**src/rtl/uart_pkg.sv**
```systemverilog
// -----------------------------------------------------------------------------
// uart_pkg
// Shared definitions for the UART transmit path.
//   uart_state_e   : serializer FSM states (IDLE, START, DATA, PARITY, STOP)
//   UART_IDLE_LVL  : line level while idle and during stop bits
//   UART_START_LVL : line level of the start bit
//   uart_parity()  : parity of a data word (even sense, inverted when odd=1)
// -----------------------------------------------------------------------------
package uart_pkg;

  typedef enum logic [2:0] {
    IDLE   = 3'd0,
    START  = 3'd1,
    DATA   = 3'd2,
    PARITY = 3'd3,
    STOP   = 3'd4
  } uart_state_e;

  localparam logic UART_IDLE_LVL  = 1'b1;
  localparam logic UART_START_LVL = 1'b0;

  // Unused upper bits must be zero; they do not disturb the XOR.
  function automatic logic uart_parity(input logic [7:0] data, input logic odd);
    return (^data) ^ odd;
  endfunction

endpackage

```
**src/rtl/uart_baud_gen.sv**
```systemverilog
// -----------------------------------------------------------------------------
// uart_baud_gen
// Bit-period divider: counts 0..CLK_DIV-1 while enabled and flags the last
// count as a bit tick, then wraps to zero.
//   clk  in  : block clock
//   rst  in  : asynchronous active-high reset
//   clr  in  : synchronous clear of the divider (held while the line is idle)
//   en   in  : count enable (a frame is in progress)
//   tick out : last cycle of the current bit period
// -----------------------------------------------------------------------------
module uart_baud_gen #(
  parameter int CLK_DIV = 16
) (
  input  logic clk,
  input  logic rst,
  input  logic clr,
  input  logic en,
  output logic tick
);

  localparam int              CNT_W    = $clog2(CLK_DIV);
  localparam logic [CNT_W-1:0] CNT_LAST = CNT_W'(CLK_DIV - 1);

  logic [CNT_W-1:0] cnt_r;

  // Divider counter: cleared on request, wraps after the last count.
  always_ff @(posedge clk or posedge rst) begin
    if (rst) begin
      cnt_r <= '0;
    end else if (clr) begin
      cnt_r <= '0;
    end else if (en) begin
      if (cnt_r == CNT_LAST) begin
        cnt_r <= '0;
      end else begin
        cnt_r <= cnt_r + CNT_W'(1);
      end
    end else begin
      cnt_r <= cnt_r;
    end
  end

  assign tick = en && !clr && (cnt_r == CNT_LAST);

endmodule

```
**src/rtl/uart_tx_serializer.sv**
```systemverilog
// -----------------------------------------------------------------------------
// uart_tx_serializer
// UART transmitter: bytes enter a FIFO through a valid/ready handshake and are
// sent LSB-first as start bit, data bits, optional parity bit and stop bit(s).
// Optional feature macro: UART_TX_PARITY_EN (adds the parity bit and state).
//   clk        in  : block clock
//   rst        in  : asynchronous active-high reset (flushes FIFO, abandons frame)
//   tx_data    in  : byte to send
//   tx_valid   in  : tx_data valid this cycle
//   tx_ready   out : FIFO not full
//   tx         out : serial line, idles high (registered)
//   busy       out : frame in progress or FIFO non-empty
//   fifo_level out : bytes held in the FIFO
// -----------------------------------------------------------------------------
module uart_tx_serializer
  import uart_pkg::*;
#(
  parameter int CLK_DIV    = 16,
  parameter int DATA_BITS  = 8,
  parameter int STOP_BITS  = 1,
  parameter int FIFO_DEPTH = 4,
  parameter int PARITY_ODD = 0
) (
  input  logic                             clk,
  input  logic                             rst,
  input  logic [DATA_BITS-1:0]             tx_data,
  input  logic                             tx_valid,
  output logic                             tx_ready,
  output logic                             tx,
  output logic                             busy,
  output logic [$clog2(FIFO_DEPTH+1)-1:0]  fifo_level
);

  localparam int               PTR_W     = $clog2(FIFO_DEPTH);
  localparam int               LVL_W     = $clog2(FIFO_DEPTH + 1);
  localparam logic [LVL_W-1:0] LVL_FULL  = LVL_W'(FIFO_DEPTH);
  localparam logic [2:0]       LAST_DATA = 3'(DATA_BITS - 1);
  localparam logic [2:0]       LAST_STOP = 3'(STOP_BITS - 1);
  localparam logic             PAR_ODD   = 1'(PARITY_ODD);

  logic [DATA_BITS-1:0] mem_r [FIFO_DEPTH];
  logic [PTR_W-1:0]     wr_ptr_r;
  logic [PTR_W-1:0]     rd_ptr_r;
  logic [LVL_W-1:0]     level_r;
  logic                 tx_ready_r;
  logic                 busy_r;
  logic                 tx_r;
  uart_state_e          state_r;
  // Data bits with the parity bit parked above the MSB; it reaches bit 1
  // exactly when the last data bit is on the line.
  logic [DATA_BITS:0]   shift_r;
  logic [2:0]           bit_cnt_r;

  logic                 tick_s;
  logic                 push_s;
  logic                 pop_s;
  logic                 stop_done_s;
  logic                 idle_nxt_s;
  logic [LVL_W-1:0]     level_nxt_s;
  logic [DATA_BITS:0]   frame_s;

  uart_baud_gen #(
    .CLK_DIV (CLK_DIV)
  ) u_baud (
    .clk  (clk),
    .rst  (rst),
    .clr  (state_r == IDLE),
    .en   (state_r != IDLE),
    .tick (tick_s)
  );

  // Handshake, pop decision and next FIFO level.
  always_comb begin
    push_s      = tx_valid && tx_ready_r;
    stop_done_s = (state_r == STOP) && tick_s && (bit_cnt_r == LAST_STOP);
    pop_s       = ((state_r == IDLE) || stop_done_s) && (level_r != '0);
    idle_nxt_s  = ((state_r == IDLE) || stop_done_s) && (level_r == '0);
    frame_s     = {uart_parity(8'(mem_r[rd_ptr_r]), PAR_ODD), mem_r[rd_ptr_r]};
    if (push_s && !pop_s) begin
      level_nxt_s = level_r + LVL_W'(1);
    end else if (pop_s && !push_s) begin
      level_nxt_s = level_r - LVL_W'(1);
    end else begin
      level_nxt_s = level_r;
    end
  end

  // FIFO storage; validity is tracked by the pointers, so no reset needed.
  always_ff @(posedge clk) begin
    if (push_s) begin
      mem_r[wr_ptr_r] <= tx_data;
    end
  end

  // FIFO pointers, level and the registered ready/busy status.
  always_ff @(posedge clk or posedge rst) begin
    if (rst) begin
      wr_ptr_r   <= '0;
      rd_ptr_r   <= '0;
      level_r    <= '0;
      tx_ready_r <= 1'b1;
      busy_r     <= 1'b0;
    end else begin
      wr_ptr_r   <= push_s ? wr_ptr_r + PTR_W'(1) : wr_ptr_r;
      rd_ptr_r   <= pop_s  ? rd_ptr_r + PTR_W'(1) : rd_ptr_r;
      level_r    <= level_nxt_s;
      tx_ready_r <= (level_nxt_s != LVL_FULL);
      busy_r     <= !idle_nxt_s || (level_nxt_s != '0);
    end
  end

  // Frame FSM; tx is loaded with the level of the bit entered on this edge.
  always_ff @(posedge clk or posedge rst) begin
    if (rst) begin
      state_r   <= IDLE;
      shift_r   <= '0;
      bit_cnt_r <= 3'd0;
      tx_r      <= UART_IDLE_LVL;
    end else begin
      case (state_r)
        IDLE: begin
          if (pop_s) begin
            shift_r   <= frame_s;
            bit_cnt_r <= 3'd0;
            state_r   <= START;
            tx_r      <= UART_START_LVL;
          end else begin
            tx_r      <= UART_IDLE_LVL;
          end
        end
        START: begin
          if (tick_s) begin
            bit_cnt_r <= 3'd0;
            state_r   <= DATA;
            tx_r      <= shift_r[0];
          end
        end
        DATA: begin
          if (tick_s) begin
            shift_r <= shift_r >> 1;
            if (bit_cnt_r == LAST_DATA) begin
              bit_cnt_r <= 3'd0;
`ifdef UART_TX_PARITY_EN
              state_r   <= PARITY;
              tx_r      <= shift_r[1];
`else
              state_r   <= STOP;
              tx_r      <= UART_IDLE_LVL;
`endif
            end else begin
              bit_cnt_r <= bit_cnt_r + 3'd1;
              tx_r      <= shift_r[1];
            end
          end
        end
`ifdef UART_TX_PARITY_EN
        PARITY: begin
          if (tick_s) begin
            bit_cnt_r <= 3'd0;
            state_r   <= STOP;
            tx_r      <= UART_IDLE_LVL;
          end
        end
`endif
        STOP: begin
          if (tick_s) begin
            if (bit_cnt_r != LAST_STOP) begin
              bit_cnt_r <= bit_cnt_r + 3'd1;
            end else if (pop_s) begin
              // Next frame starts with no idle gap.
              shift_r   <= frame_s;
              bit_cnt_r <= 3'd0;
              state_r   <= START;
              tx_r      <= UART_START_LVL;
            end else begin
              state_r   <= IDLE;
              tx_r      <= UART_IDLE_LVL;
            end
          end
        end
        default: begin
          state_r   <= IDLE;
          bit_cnt_r <= 3'd0;
          tx_r      <= UART_IDLE_LVL;
        end
      endcase
    end
  end

  assign tx         = tx_r;
  assign tx_ready   = tx_ready_r;
  assign busy       = busy_r;
  assign fifo_level = level_r;

endmodule

```
**config.mk**
```make
export PLATFORM = sky130hd
export DESIGN_NAME = uart_tx_serializer
export DESIGN_NICKNAME = d
export VERILOG_FILES = /design/src/rtl/uart_pkg.sv /design/src/rtl/uart_baud_gen.sv /design/src/rtl/uart_tx_serializer.sv
export SDC_FILE = /design/constraint.sdc
export NUM_CORES = 1
export LEC_CHECK = 0
export CAP_MARGIN = 20
export CORE_ASPECT_RATIO = 0.6
export CORE_UTILIZATION = 63
export DETAILED_ROUTE_END_ITERATION = 8
export GPL_TIMING_DRIVEN = 0
export PLACE_DENSITY = 0.81
export SETUP_SLACK_MARGIN = 0.15
export SYNTH_ARGS = -nofsm -noshare
export SYNTH_HDL_FRONTEND = slang
export SYNTH_SLANG_ARGS = --single-unit
```
**constraint.sdc**
```tcl
create_clock -name clk -period 4.28 [get_ports clk]
set_clock_uncertainty 0.2 [all_clocks]
set_input_delay 0.856 -clock clk [delete_from_list [all_inputs] [get_ports clk]]
set_output_delay 0.856 -clock clk [all_outputs]
set_load 0.01 [all_outputs]
```
; Yosys cells after proc, flatten, opt, wreduce, memory -nomap -nowiden
; Memory sizes are Yosys's and may differ from the RTL's.
; Cells that the tools add are included.
[word_totals]
mem_bits_rw = 32
wordCells = 92
out_inout_bits = 6
in_bits = 11
reg_bits = 29
memories = 1
[mem_list]
columns = name, depth, word_bits, rd, rd_ports_with_merged_regs, write_ports, line_no
row1 = mem_r, 4, 8, 1, 0, 1, uart_tx_serializer.sv:41  ; logic [DATA_BITS-1:0] mem_r [FIFO_DEPTH];
[classes]
n_reduce_logical = 29
n_addsub = 6
muxes = 34
eq_ne = 12
[ops]
columns = operator, count
row1 = $mux W3, 14
row2 = $mux W9, 4
row3 = $pmux W9 S3, 1
row4 = $pmux W3 S4, 2
row5 = $reduce_bool A3 Y1, 5
row6 = $mux W4, 3
row7 = $ne A2 B2 Y1 const B, 6
row8 = $logic_and A1 B1 Y1, 9
row9 = $logic_not A3 Y1, 3
row10 = $mux W1, 9
row11 = $reduce_and A4 Y1, 2
row12 = $reduce_xor A8 Y1, 1
row13 = $add A3 B1 Y3 const B, 2
row14 = $eq A3 B3 Y1 const B, 2
row15 = $reduce_and A6 Y1, 1
row16 = $add A2 B1 Y2 const B, 2
row17 = $add A4 B1 Y4 const B, 1
row18 = $eq A4 B4 Y1 const B, 1
row19 = $logic_not A1 Y1, 4
row20 = $pmux W1 S4, 1
row21 = $eq A3 B1 Y1 const B, 1
row22 = $eq A3 B2 Y1 const B, 1
row23 = $ne A3 B3 Y1 const B, 1
row24 = $reduce_and A3 Y1, 1
row25 = other kinds (3), 4

; Depth between registers and ports, before layout
; Gate-level depths: netlist (run 1).
[logic_depth]
word_depth = 13
depth_mapped = 8
mapped_depth_nobuf = 7

; By module
; Synthesis (run 1) repeated with hierarchy kept, for this count alone.
[hier_totals]
cells_unflattened = 236
area_unflattened_um2 = 2974.1
[modules_own_cells]
columns = mod, area_each_um2, cells_per_inst, seq_area_each_um2, n_inst
row1 = uart_tx_serializer, 2763.9, 213, 1589.0, 1
row2 = uart_baud_gen, 210.2, 23, 100.1, 1

; Worst setup path after synthesis (run 1)
; OpenSTA, ideal clock, no wires.
[synth_path]
kind = reg2reg
start = register level_r[0], in the netlist fifo_level[0]
end = register shift_r[0]
stages_incl_launch_ff = 8
setup_slack_ps = 2165
t_arrival_ps = 1790
synth_period_minus_slack_ps = 2115
path_buffers = 1
path_cell_list = dfrtp_1 > inv_1 > ha_1 > ha_1 > buf_2 > o32ai_1 > nand2_1 > mux2_2
[synth_via]
elab_chain_cells = 6
[synth_lines]
columns = element, line_no
row1 = start: declaration, uart_tx_serializer.sv:44  ; logic [LVL_W-1:0] level_r;
row2 = start signal: assignment, uart_tx_serializer.sv:106  ; level_r <= level_nxt_s;
row3 = $reduce_bool A3 Y1 (*), uart_tx_serializer.sv:76  ; pop_s = ((state_r == IDLE) || stop_done_s) && (level_r != '0);
row4 = $logic_and A1 B1 Y1 (*), uart_tx_serializer.sv:76
row5 = $mux W9 (*), --
row6 = $mux W9 (2 in series), --
row7 = $pmux W9 S3 (*), --
row8 = end signal: assignment, uart_tx_serializer.sv:123  ; shift_r <= frame_s;
row9 = end signal: assignment, uart_tx_serializer.sv:140  ; shift_r <= shift_r >> 1;
row10 = end signal: assignment, uart_tx_serializer.sv:171  ; shift_r <= frame_s;
row11 = end: declaration, uart_tx_serializer.sv:51  ; logic [DATA_BITS:0] shift_r;
; Every way passes the cells marked *; elsewhere a longest branch is shown, timed or not. The select of a mux whose other input is x is not followed.
; A chain may end at the register's enable or synchronous reset.

; Worst setup path in the final report (run 1)
[layout_path]
start = register u_baud.cnt_r[0]
end = register busy_r, in the netlist busy
[layout_via]
elab_chain_cells = 11
[layout_lines]
columns = element, line_no
row1 = start: declaration, uart_baud_gen.sv:24  ; logic [CNT_W-1:0] cnt_r;
row2 = start signal: assignment, uart_baud_gen.sv:36  ; cnt_r <= cnt_r + CNT_W'(1);
row3 = start signal: assignment, uart_baud_gen.sv:39  ; cnt_r <= cnt_r;
row4 = $eq A4 B4 Y1 (*), uart_baud_gen.sv:43  ; assign tick = en && !clr && (cnt_r == CNT_LAST);
row5 = $logic_and A1 B1 Y1 (*), uart_baud_gen.sv:43
row6 = $logic_and A1 B1 Y1 (*) (2 in series), uart_tx_serializer.sv:75  ; stop_done_s = (state_r == STOP) && tick_s && (bit_cnt_r == LAST_STOP);
row7 = $logic_or A1 B1 Y1 (*), "uart_tx_serializer.sv:76, uart_tx_serializer.sv:77"
row8 = $logic_and A1 B1 Y1, uart_tx_serializer.sv:76
row9 = $logic_and A1 B1 Y1 or $logic_not A1 Y1 (tied branches), "uart_tx_serializer.sv:81, uart_tx_serializer.sv:79"
row10 = $mux W3 or $logic_and A1 B1 Y1 (tied branches), "uart_tx_serializer.sv:81, uart_tx_serializer.sv:79"
row11 = $mux W3, uart_tx_serializer.sv:79  ; if (push_s && !pop_s) begin
row12 = $reduce_bool A3 Y1, uart_tx_serializer.sv:108  ; busy_r <= !idle_nxt_s || (level_nxt_s != '0);
row13 = $logic_or A1 B1 Y1 (*), uart_tx_serializer.sv:108
row14 = end signal: assignment, uart_tx_serializer.sv:108
row15 = end: declaration, uart_tx_serializer.sv:46  ; logic busy_r;
; Every way passes the cells marked *; elsewhere a longest branch is shown, timed or not.

==> summary.txt, run 1 <==
Final layout
  • Ant diodes: 0
  • P&R area growth vs syn: 16.2%
  • Fraction of layout cells with a size suffix above 1: 0.177
  • Commonest non-fill, non-tap cell in the layout: edfxtp_1
  • Final net count: ~270
  • Most frequent cells in the layout: 32 x edfxtp_1, 27 x dfrtp_1, 19 x mux2_2
  • Non-filler cells, final: about 310
  • Filler Cell Count: 240

Clock network
  • Clk Latency, worst-skew pair: 340 ps
  • Clock sink count: 61
  • Root Driver: clkbuf_8
  • Post-CTS Setup Repair Bufs: 0
  • Deepest clock path buffer count: 2
  • H-tree depth: 3
  • CTS resizes: 0
  • CTS tree: yes
  • Hold-fix buffers, CTS: 0
  • CTS buffer count: 9
  • Reg clk slew, reported paths: 70 ps

Synth
  • Mapped Area: 2950 um2
  • Synth Instances: 216
  • Share of synthesized registers carrying an async set or reset: 0.475
  • Avg Inst Size Synth: 13.7 um2
  • Most used flip-flop cell after synthesis: edfxtp_1
  • Synth unique cells: 47
  • Number of synthesized flops with an enable pin: 32
  • Seq cells post-synth: 61
  • Syn Nets: roughly 240
  • Warnings, synthesis: 0
  • Post-synthesis sequential area ratio: 0.573

GRT
  • Number of global-route vias before repair: 1854
  • Initial antenna violation count: 0
  • Gr ovfl total: 0
  • GR Util All Layers: 0.266
  • Pin count of the biggest net entering global routing: 30
  • First-pass GRT wire length: 9.36 mm

Min path
  • Hold crit path type: flip-flop to flip-flop

Flow run
  • Max Cap Violations: 0

Power
  • Switch share: 0.273
  • Int Pwr: 1220 uW
  • Part of the power in registers: 0.462
  • Static Leak: 0.00137 uW
  • Clock power share: 0.332
  • PwrDens: 488 nW/um2
  • Comb power frac: 0.207
  • Power, Total: ~1700 uW
  • Peak supply drop: 0.441 mV
  • P_sw: 456 uW

Timing
  • Final Hold Vio Count: 0
  • Min Tclk post-route: 2740 ps
  • Post-route setup slack: 1540 ps
  • Slew @ Worst Pin: 730 ps
  • Final period utilization: 0.639
  • Final setup TNS: 0 ps
  • Fmax: 365 MHz
  • Final slew viol count: 0
  • Rel. slew slack: 0.510
  • RSZ-0062 raised after global routing: false
  • Endpoints failing setup: 0

Placement
  • DP Worst Slack: ~1400 ps
  • Dpl hpwl: 4.03 mm
  • Placed cells: 292
  • IO buf count: 16
  • Gpl congestion: 0.852

Setup path
  • CP Max Fanout: 10
  • WP data required: 4270 ps
  • CP max-delay cell: o21ai_1
  • CP startpoint kind: flip-flop
  • CP Cell Sequence: ha_1 > nand3_2 > o21ai_1 > a21oi_1 > nor4b_1 > o21ai_0
  • Setup Crit Path Kind: flip-flop to flip-flop
  • Worst setup EP type: flip-flop
  • Crit path largest cell delay: 620 ps
  • CP arrival: between 2000 and 3000 ps

Detailed routing
  • Final wirelength: 6.07 mm
  • Starting DRT DRC Count: around 120
  • Met1 Wirelength: approximately 2.9 mm
  • Met2 WL: around 2.7 mm
  • Vias per cell: 6.18
  • Total number of vias: 1911
  • Top sig layer: met4
  • Drt wl/cell: 19.7 um
  • Met3 routed WL: roughly 400 um
  • ANT nets after route: 0
  • First-pass detailed-route iteration total: 4
  • # DRC: 0

Floorplan
  • Die Width: 90.3 um
  • Core area: 4300 um2
  • # IOs: 17
  • Die footprint: around 5000 um2
  • Num rows: 18
  • Die Height: approximately 55 um
  • Initial core utilization: 0.686

Status
  • Run status: completed
==> critical path: cells and delay by family, from the launching register on <==
family	cells	cell delay [ps]
flip-flops	1	400
adder cells (fa/ha/maj)	1	300
AO/OA/AOI/OAI	3	1060
AND/OR/NAND/NOR	2	630
==> power by group through the flow <==
stage | Combinational, uW | Sequential, uW | Clock, uW
finish | 346 | 773 | 555
global route | 379 | 782 | 585
floorplan | 213 | 775 | 0
CTS | 342 | 772 | 563
global placement | 314 | 771 | 0
detailed placement | 336 | 779 | 0
==> state kept, by name, indices dropped and copies added (netlist names) <==
register / flops
shift_r: 9
mem_r: 32
state_r: 3
tx: 1
u_baud.cnt_r: 4
wr_ptr_r: 2
fifo_level: 3
bit_cnt_r: 3
busy: 1
tx_ready: 1
rd_ptr_r: 2
==> final cells by class <==
class | instances | area [um2] | area share
clock inverter | 5 | 73.8 | 0.0215
sequential | 61 | 1690 | 0.493
multi-input combinational | 137 | 1180 | 0.345
buffer | 8 | 40.0 | 0.0117
clock buffer | 11 | 141 | 0.0412
tap | 60 | 75.1 | 0.0219
inverter | 10 | 37.5 | 0.0109
timing repair buffer | 17 | 188 | 0.0547
==> stage by stage <==
stage          hold slack, ps  area [um2]   util
3_3_place_gp              278        3190  0.741
3_5_place_dp              284        3190  0.741
2_1_floorplan             260        2950      -
4_1_cts                   304        3400  0.791
5_1_grt                   320        3430  0.797
6_report                  302        3430  0.797
==> routing by layer <==
metal / GRT usage / vias to the layer above
li1: - / 866
met1: 0.356 / 949
met2: 0.424 / 88
met3: 0.0915 / 8
met4: 0.0833 / 0
met5: 0 / -
==> Yosys cell counts, types with 3 or more instances <==
cell type	number	share of area
inv_1	10	0.013
nor2_1	10	0.013
nand3_1	4	0.0068
o21ai_0	8	0.014
mux4_1	6	0.053
edfxtp_1	32	0.33
a21oi_1	9	0.015
ha_1	11	0.047
nor3_1	3	0.0051
dfrtp_1	27	0.23
nand2_1	11	0.014
mux2_2	19	0.073
xnor2_1	12	0.036
and3_1	6	0.013
clkbuf_1	4	0.0051
==> cell families after synthesis <==
kind of cell | after synthesis | share of synthesized area
flip-flops | 61 | 0.573
AND/OR/NAND/NOR | 44 | 0.0759
AO/OA/AOI/OAI | 39 | 0.0891
multiplexers | 29 | 0.148
buffers and inverters | 18 | 0.0263
XOR/XNOR | 14 | 0.0416
adder cells (fa/ha/maj) | 11 | 0.0466
==> path summary, 6_finish.rpt <==
| path | from | end | slack (ps) | cells past startpoint |
|---|---|---|---|---|
| setup / recovery | u_baud.cnt_r[0]$_DFF_PP0_ | busy$_DFF_PP0_ | 1540 | 6 |
| setup reg to reg | u_baud.cnt_r[0]$_DFF_PP0_ | busy$_DFF_PP0_ | 1540 | 6 |
| hold / removal | shift_r[4]$_DFFE_PP0P_ | shift_r[4]$_DFFE_PP0P_ | 300 | 1 |
| hold reg to reg | shift_r[4]$_DFFE_PP0P_ | shift_r[4]$_DFFE_PP0P_ | 300 | 1 |
| max in group asynchronous | rst | tx$_DFFE_PP1P_ | 2650 | 3 |
| min in group asynchronous | rst | u_baud.cnt_r[2]$_DFF_PP0_ | 670 | 2 |
Power figures use the tool's default switching activity.
==> run 2: changes to the inputs <==
Settings changed: CORE_UTILIZATION 63 to 59, PLACE_DENSITY 0.81 to 0.76.
Clock period 4.28 ns to 2.71 ns, I/O delays scaled along.
==> run 2 against run 1 <==
Sequential share of layout area decreased by 0.87 points. Combinational power increased by 52%. Count of clock-buffer cells in the layout decreased by 2. Maximum frequency increased by 13%. Non-clock buffer count unchanged. Register-to-register slack got worse by 1200 ps. Global-route usage decreased by 2.3 points. Critical path depth unchanged. Total power increased by 67%. Final area increased by 1.8%. Critical path type unchanged.
==> summary.txt, run 2 (synthesis gave the netlist of run 1 again) <==
Final layout
  • Largest regs: mem_r: 32 flops, shift_r: 9 flops, u_baud.cnt_r: 4 flops (unchanged)
  • Largest register FFs: 32 (unchanged)
  • Layout Utilization: 0.745 (was 0.797)
  • Commonest non-fill, non-tap cell in the layout: edfxtp_1 (unchanged)
  • Ant diodes: 0 (unchanged)
  • Most frequent cells in the layout: 32 x edfxtp_1, 27 x dfrtp_1, 19 x mux2_2 (unchanged)
  • Fraction of layout cells with a size suffix above 1: 0.193 (was 0.177)
  • Final net count: 266 (unchanged)
  • P&R area growth vs syn: 18.3% (was 16.2%)
  • Most flop-heavy register: mem_r (unchanged)
  • Filler Cell Count: 303 (was 240)

Detailed routing
  • Total number of vias: 1883 (was 1911)
  • Starting DRT DRC Count: 101 (was 121)
  • Vias per cell: 6.04 (was 6.18)
  • Drt wl/cell: 18.5 um (was 19.7 um)
  • # DRC: 0 (unchanged)
  • ANT nets after route: 0 (unchanged)
  • Final wirelength: 5.76 mm (was 6.07 mm)
  • First-pass detailed-route iteration total: 5 (was 4)

Setup path
  • Setup Crit Path Kind: flip-flop to flip-flop (unchanged)
  • Worst reg2reg setup slack: 290 ps (was 1540 ps)
  • Reg-to-reg endpoint: busy$_DFF_PP0_ (unchanged)
  • Worst setup EP type: flip-flop (unchanged)
  • WP data required: 2710 ps (was 4270 ps)
  • FF-to-FF path depth: 6 (unchanged)
  • Worst r2r src: u_baud.cnt_r[0]$_DFF_PP0_ (unchanged)
  • CP startpoint kind: flip-flop (unchanged)
  • CP Max Fanout: 10 (unchanged)
  • CP arrival: 2420 ps (was 2720 ps)

GRT
  • GR Util All Layers: 0.243 (was 0.266)
  • Number of global-route vias before repair: 1900 (was 1854)
  • First-pass GRT wire length: 9.16 mm (was 9.36 mm)
  • Pin count of the biggest net entering global routing: 30 (unchanged)
  • Gr ovfl total: 0 (unchanged)
  • Initial antenna violation count: 0 (unchanged)

Clock network
  • CTS tree: yes (unchanged)
  • Post-CTS Setup Repair Bufs: 0 (unchanged)
  • CTS buffer count: 9 (unchanged)
  • Clk Latency, worst-skew pair: 330 ps (was 340 ps)
  • H-tree depth: 3 (unchanged)
  • Root Driver: clkbuf_8 (unchanged)
  • Hold-fix buffers, CTS: 0 (unchanged)
  • CTS resizes: 0 (unchanged)
  • Reg clk slew, reported paths: 70 ps (about the same)
  • Clock sink count: 61 (unchanged)
  • Deepest clock path buffer count: 2 (unchanged)

Timing
  • Rel. slew slack: 0.623 (was 0.510)
  • Final Hold Vio Count: 0 (unchanged)
  • Fmax: 414 MHz (was 365 MHz)
  • Final slew viol count: 0 (unchanged)
  • Slew @ Worst Pin: 566 ps (was 730 ps)
  • Min Tclk post-route: 2420 ps (was 2740 ps)
  • Endpoints failing setup: 0 (unchanged)
  • Final period utilization: 0.892 (was 0.639)
  • Final setup TNS: 0 ps (unchanged)
  • RSZ-0062 raised after global routing: true (was false)

Status
  • Run status: completed (unchanged)

Flow run
  • Max Cap Violations: 0 (unchanged)

Placement
  • Dpl hpwl: 4.02 mm (was 4.03 mm)
  • Gpl congestion: 0.951 (was 0.852)
  • IO buf count: 16 (unchanged)

Floorplan
  • Core area: 4680 um2 (was 4300 um2)
  • Die footprint: 5300 um2 (was 4970 um2)
  • Num rows: 19 (was 18)
  • Die Height: 56.8 um (was 55.0 um)
  • Die Width: 93.3 um (was 90.3 um)
  • # IOs: 17 (unchanged)
  • Initial core utilization: 0.630 (was 0.686)

Power
  • PwrDens: 799 nW/um2 (was 488 nW/um2)
  • Static Leak: 0.00139 uW (was 0.00137 uW)
  • Peak supply drop: 0.623 mV (was 0.441 mV)

Min path
  • Hold crit path type: input pin to async pin (was flip-flop to flip-flop)
run 2: cell count changes in the layout (fill, tap and decap cells not counted):
cell       before  now
nand2_2         0    1
bufinv_16       2    4
clkinv_2        2    1
clkbuf_1        5    4
clkbuf_8       10    9
nor3_2          0    1
nor3_1          3    2
clkinv_4        0    1
o21ai_2         0    1
o21ai_1         1    0
nand2_1        11   10
run 2: where the power goes:
group	switching (uW)	internal [uW]	leakage, uW
clock	345	700	0.000131
combinational	279	246	0.000618
sequential	82.9	1140	0.000644
total	706	2080	0.00139
run 2: area by class of cell:
| cell class | count | area [um2] | area share |
|---|---|---|---|
| Buffer | 8 | 40.0 | 0.0115 |
| Clock buffer | 9 | 124 | 0.0355 |
| Clock inverter | 7 | 138 | 0.0394 |
| Inverter | 10 | 37.5 | 0.0108 |
| Multi-Input combinational cell | 137 | 1190 | 0.342 |
| Sequential cell | 61 | 1690 | 0.484 |
| Tap cell | 63 | 78.8 | 0.0226 |
| Timing Repair Buffer | 17 | 188 | 0.0538 |
run 2: how the worst max path moves through the flow:
stage | startpoint | to | slack [ps] | depth (start not counted)
2_1_floorplan | fifo_level[0]$_DFF_PP0_ | shift_r[0]$_DFFE_PP0P_ | 600 | 7
3_3_place_gp | u_baud.cnt_r[0]$_DFF_PP0_ | tx$_DFFE_PP1P_ | 300 | 6
3_5_place_dp | u_baud.cnt_r[0]$_DFF_PP0_ | tx$_DFFE_PP1P_ | 210 | 6
4_1_cts | u_baud.cnt_r[0]$_DFF_PP0_ | busy$_DFF_PP0_ | 190 | 6
5_1_grt | u_baud.cnt_r[0]$_DFF_PP0_ | busy$_DFF_PP0_ | 100 | 6
6_report | u_baud.cnt_r[0]$_DFF_PP0_ | busy$_DFF_PP0_ | 290 | 6
run 2: routing by layer:
layer  up-vias  global-route usage  wire (um)
li1        870                   -          -
met1       935               0.340       2660
met2        72               0.352       2690
met3         6              0.0989        359
met4         0              0.0681         48
met5         -                   0          0
run 2: worst max-delay path: stages (launching register included):
cell and delay, ps:
dfrtp_1 390, ha_1 290, nand3_2 240, o21ai_2 400, a21oi_1 190, nor4b_1 420, o21ai_0 150
run 2: metrics by stage:
| step | instance area, um2 | hold WS, ps | power (uW) | worst slack, ps | instances |
|---|---|---|---|---|---|
| floorplan | 2950 | 260 | 1560 | 595 | 216 |
| global placement | 3190 | 278 | 1720 | 304 | 295 |
| detailed placement | 3190 | 292 | 1760 | 213 | 295 |
| CTS | 3450 | 305 | 2800 | 185 | 311 |
| global route | 3490 | 308 | 2910 | 104 | 312 |
| finish | 3490 | 280 | 2790 | 293 | 312 |
==> run 3: changes to the inputs <==
Settings changed: CORE_UTILIZATION 59 to 55, PLACE_DENSITY 0.76 to 0.71.
==> run 3 against run 2 <==
Register-to-register slack better by 20 ps. Final area decreased by 1.7%. Core utilization decreased by 7.3 points. Sequential share of layout area rose by 0.85 points. Critical endpoint is now shift_r[3]$_DFFE_PP0P_. Highest routed layer unchanged.
==> summary.txt, run 3 (synthesis gave the netlist of run 1 again) <==
Power
  • Part of the power in registers: 0.482 (was 0.437)
  • Static Leak: 0.00136 uW (was 0.00139 uW)
  • Switch share: 0.285 (was 0.253)
  • Int Pwr: 1810 uW (was 2080 uW)
  • PwrDens: 737 nW/um2 (was 799 nW/um2)
  • P_sw: 720 uW (was 706 uW)
  • Peak supply drop: 0.505 mV (was 0.623 mV)
  • Comb power frac: 0.206 (was 0.188)
  • Clock power share: 0.312 (was 0.375)
  • Power, Total: 2530 uW (was 2790 uW)

Final layout
  • Most flop-heavy register: mem_r (unchanged)
  • Largest regs: mem_r: 32 flops, shift_r: 9 flops, u_baud.cnt_r: 4 flops (unchanged)
  • Fraction of layout cells with a size suffix above 1: 0.193 (unchanged)
  • P&R area growth vs syn: 16.2% (was 18.3%)
  • Largest register FFs: 32 (unchanged)
  • Ant diodes: 0 (unchanged)
  • Most frequent cells in the layout: 32 x edfxtp_1, 27 x dfrtp_1, 19 x mux2_2 (unchanged)
  • Final net count: 266 (unchanged)
  • Commonest non-fill, non-tap cell in the layout: edfxtp_1 (unchanged)

Detailed routing
  • First-pass detailed-route iteration total: 5 (unchanged)
  • ANT nets after route: 0 (unchanged)
  • Starting DRT DRC Count: 139 (was 101)
  • Vias per cell: 5.83 (was 6.04)
  • Final wirelength: 5.37 mm (was 5.76 mm)
  • Total number of vias: 1837 (was 1883)
  • Drt wl/cell: 17.1 um (was 18.5 um)
  • # DRC: 0 (unchanged)

Timing
  • Hold slack: 306 ps (was 280 ps)
  • RSZ-0062 raised after global routing: false (was true)
  • Final setup TNS: 0 ps (unchanged)
  • Final Hold Vio Count: 0 (unchanged)
  • Post-route setup slack: 317 ps (was 293 ps)
  • Final slew viol count: 0 (unchanged)
  • Rel. slew slack: 0.617 (was 0.623)
  • Min Tclk post-route: 2390 ps (was 2420 ps)
  • Fmax: 418 MHz (was 414 MHz)
  • Slew @ Worst Pin: 574 ps (was 566 ps)
  • Endpoints failing setup: 0 (unchanged)
  • Final period utilization: 0.883 (was 0.892)

Placement
  • Gpl congestion: 0.879 (was 0.951)
  • DP Worst Slack: 231 ps (was 213 ps)
  • IO buf count: 16 (unchanged)
  • Dpl hpwl: 3.85 mm (was 4.02 mm)

Setup path
  • CP startpoint kind: flip-flop (unchanged)
  • CP Max Fanout: 10 (unchanged)
  • FF-to-FF path depth: 6 (unchanged)
  • Reg-to-reg endpoint: shift_r[3]$_DFFE_PP0P_ (was busy$_DFF_PP0_)
  • Crit path largest cell delay: 400 ps (was 420 ps)
  • Setup Crit Path Kind: flip-flop to flip-flop (unchanged)
  • Worst r2r src: u_baud.cnt_r[0]$_DFF_PP0_ (unchanged)
  • CP Cell Sequence: ha_1 > nand3_2 > o21a_1 > o32ai_1 > nand2_1 > mux2_2 (was ha_1 > nand3_2 > o21ai_2 > a21oi_1 > nor4b_1 > o21ai_0)
  • CP arrival: 2410 ps (was 2420 ps)
  • CP max-delay cell: dfrtp_1 (was nor4b_1)
  • WP data required: 2730 ps (was 2710 ps)
  • Worst setup EP type: flip-flop (unchanged)
  • Worst reg2reg setup slack: 320 ps (was 290 ps)

Min path
  • Worst Hold Depth: 1
  • Hold crit path type: flip-flop to flip-flop (was input pin to async pin)
  • Hold Crit Start: shift_r[4]$_DFFE_PP0P_
  • Worst Hold Endpoint: shift_r[4]$_DFFE_PP0P_

Floorplan
  • Die Height: 58.7 um (was 56.8 um)
  • Initial core utilization: 0.578 (was 0.630)
  • Die footprint: 5670 um2 (was 5300 um2)
  • Core area: 5100 um2 (was 4680 um2)
  • Num rows: 20 (was 19)
  • # IOs: 17 (unchanged)
  • Die Width: 96.6 um (was 93.3 um)

Status
  • Run status: completed (unchanged)

GRT
  • Initial antenna violation count: 0 (unchanged)
  • Number of global-route vias before repair: 1694 (was 1900)
  • GR Util All Layers: 0.219 (was 0.243)
  • Pin count of the biggest net entering global routing: 18 (was 30)
  • First-pass GRT wire length: 8.77 mm (was 9.16 mm)
  • Gr ovfl total: 0 (unchanged)

Clock network
  • Clk Latency, worst-skew pair: 340 ps (was 330 ps)
  • Clock sink count: 61 (unchanged)
  • CTS tree: yes (unchanged)
  • CTS buffer count: 9 (unchanged)
  • Root Driver: clkbuf_8 (unchanged)
  • Reg clk slew, reported paths: 70 ps (about the same)
  • Hold-fix buffers, CTS: 0 (unchanged)
  • Deepest clock path buffer count: 2 (unchanged)
  • H-tree depth: 3 (unchanged)

Flow run
  • Max Cap Violations: 0 (unchanged)
## run 3: changes by cell type in the layout (fill, tap and decap cells not counted)
| cell | before | now |
|---|---|---|
| nand2_2 | 1 | 0 |
| clkinv_1 | 1 | 0 |
| bufinv_16 | 4 | 1 |
| clkinv_4 | 1 | 3 |
| nand2_1 | 10 | 11 |
| clkinvlp_4 | 0 | 2 |
## run 3: how the worst max path moves through the flow
stage	depth (start not counted)	end	slack, ps	start
3_5_place_dp	6	busy$_DFF_PP0_	230	tx_valid
4_1_cts	6	busy$_DFF_PP0_	240	u_baud.cnt_r[0]$_DFF_PP0_
2_1_floorplan	7	shift_r[0]$_DFFE_PP0P_	600	fifo_level[0]$_DFF_PP0_
5_1_grt	6	shift_r[4]$_DFFE_PP0P_	190	u_baud.cnt_r[0]$_DFF_PP0_
6_report	6	shift_r[3]$_DFFE_PP0P_	320	u_baud.cnt_r[0]$_DFF_PP0_
3_3_place_gp	6	busy$_DFF_PP0_	210	tx_valid
## run 3: timing repair
action	in CTS	in global routing
gates resized for setup	0	2
endpoints found under the hold margin	0	0
endpoints found under the setup margin	0	3
buffers inserted	0	0
## run 3: layout make-up
| cell class | count | area [um2] |
|---|---|---|
| tap | 66 | 82.6 |
| sequential | 61 | 1690 |
| clock inverter | 7 | 76.3 |
| fill | 380 | 1680 |
| multi-input combinational | 137 | 1190 |
| inverter | 10 | 37.5 |
| timing repair buffer | 17 | 188 |
| clock buffer | 9 | 124 |
| buffer | 8 | 40.0 |
## run 3: per-stage QoR
step,util,area (um2),std cells
after floorplan,-,2950,216
after detailed placement,0.631,3220,299
after global routing,0.672,3430,315
after CTS,0.670,3420,315
final,0.672,3430,315
after global placement,0.625,3190,298
## run 3: per-layer routing
layer  GRT usage  wire length, um  vias to the layer above
li1            -                -                      874
met1       0.351             2810                      897
met2       0.275             2180                       59
met3      0.0736              324                        7
met4      0.0714               50                        0
met5           0                0                        -
## run 3: power groups by stage
stage | Sequential [uW] | Clock, uW | Combinational [uW]
2_1_floorplan | 1220 | 0 | 336
3_3_place_gp | 1230 | 0 | 500
3_5_place_dp | 1240 | 0 | 522
4_1_cts | 1220 | 806 | 527
5_1_grt | 1240 | 841 | 588
6_report | 1220 | 789 | 520
## run 3: critical path: cells and delay by family (launching register included)
| kind | cells | cell delay [ps] |
|---|---|---|
| DFF | 1 | 400 |
| muxes | 1 | 360 |
| adders and majority gates | 1 | 270 |
| and+or+nand+nor | 2 | 530 |
| AOI/OAI and AO/OA | 2 | 520 |
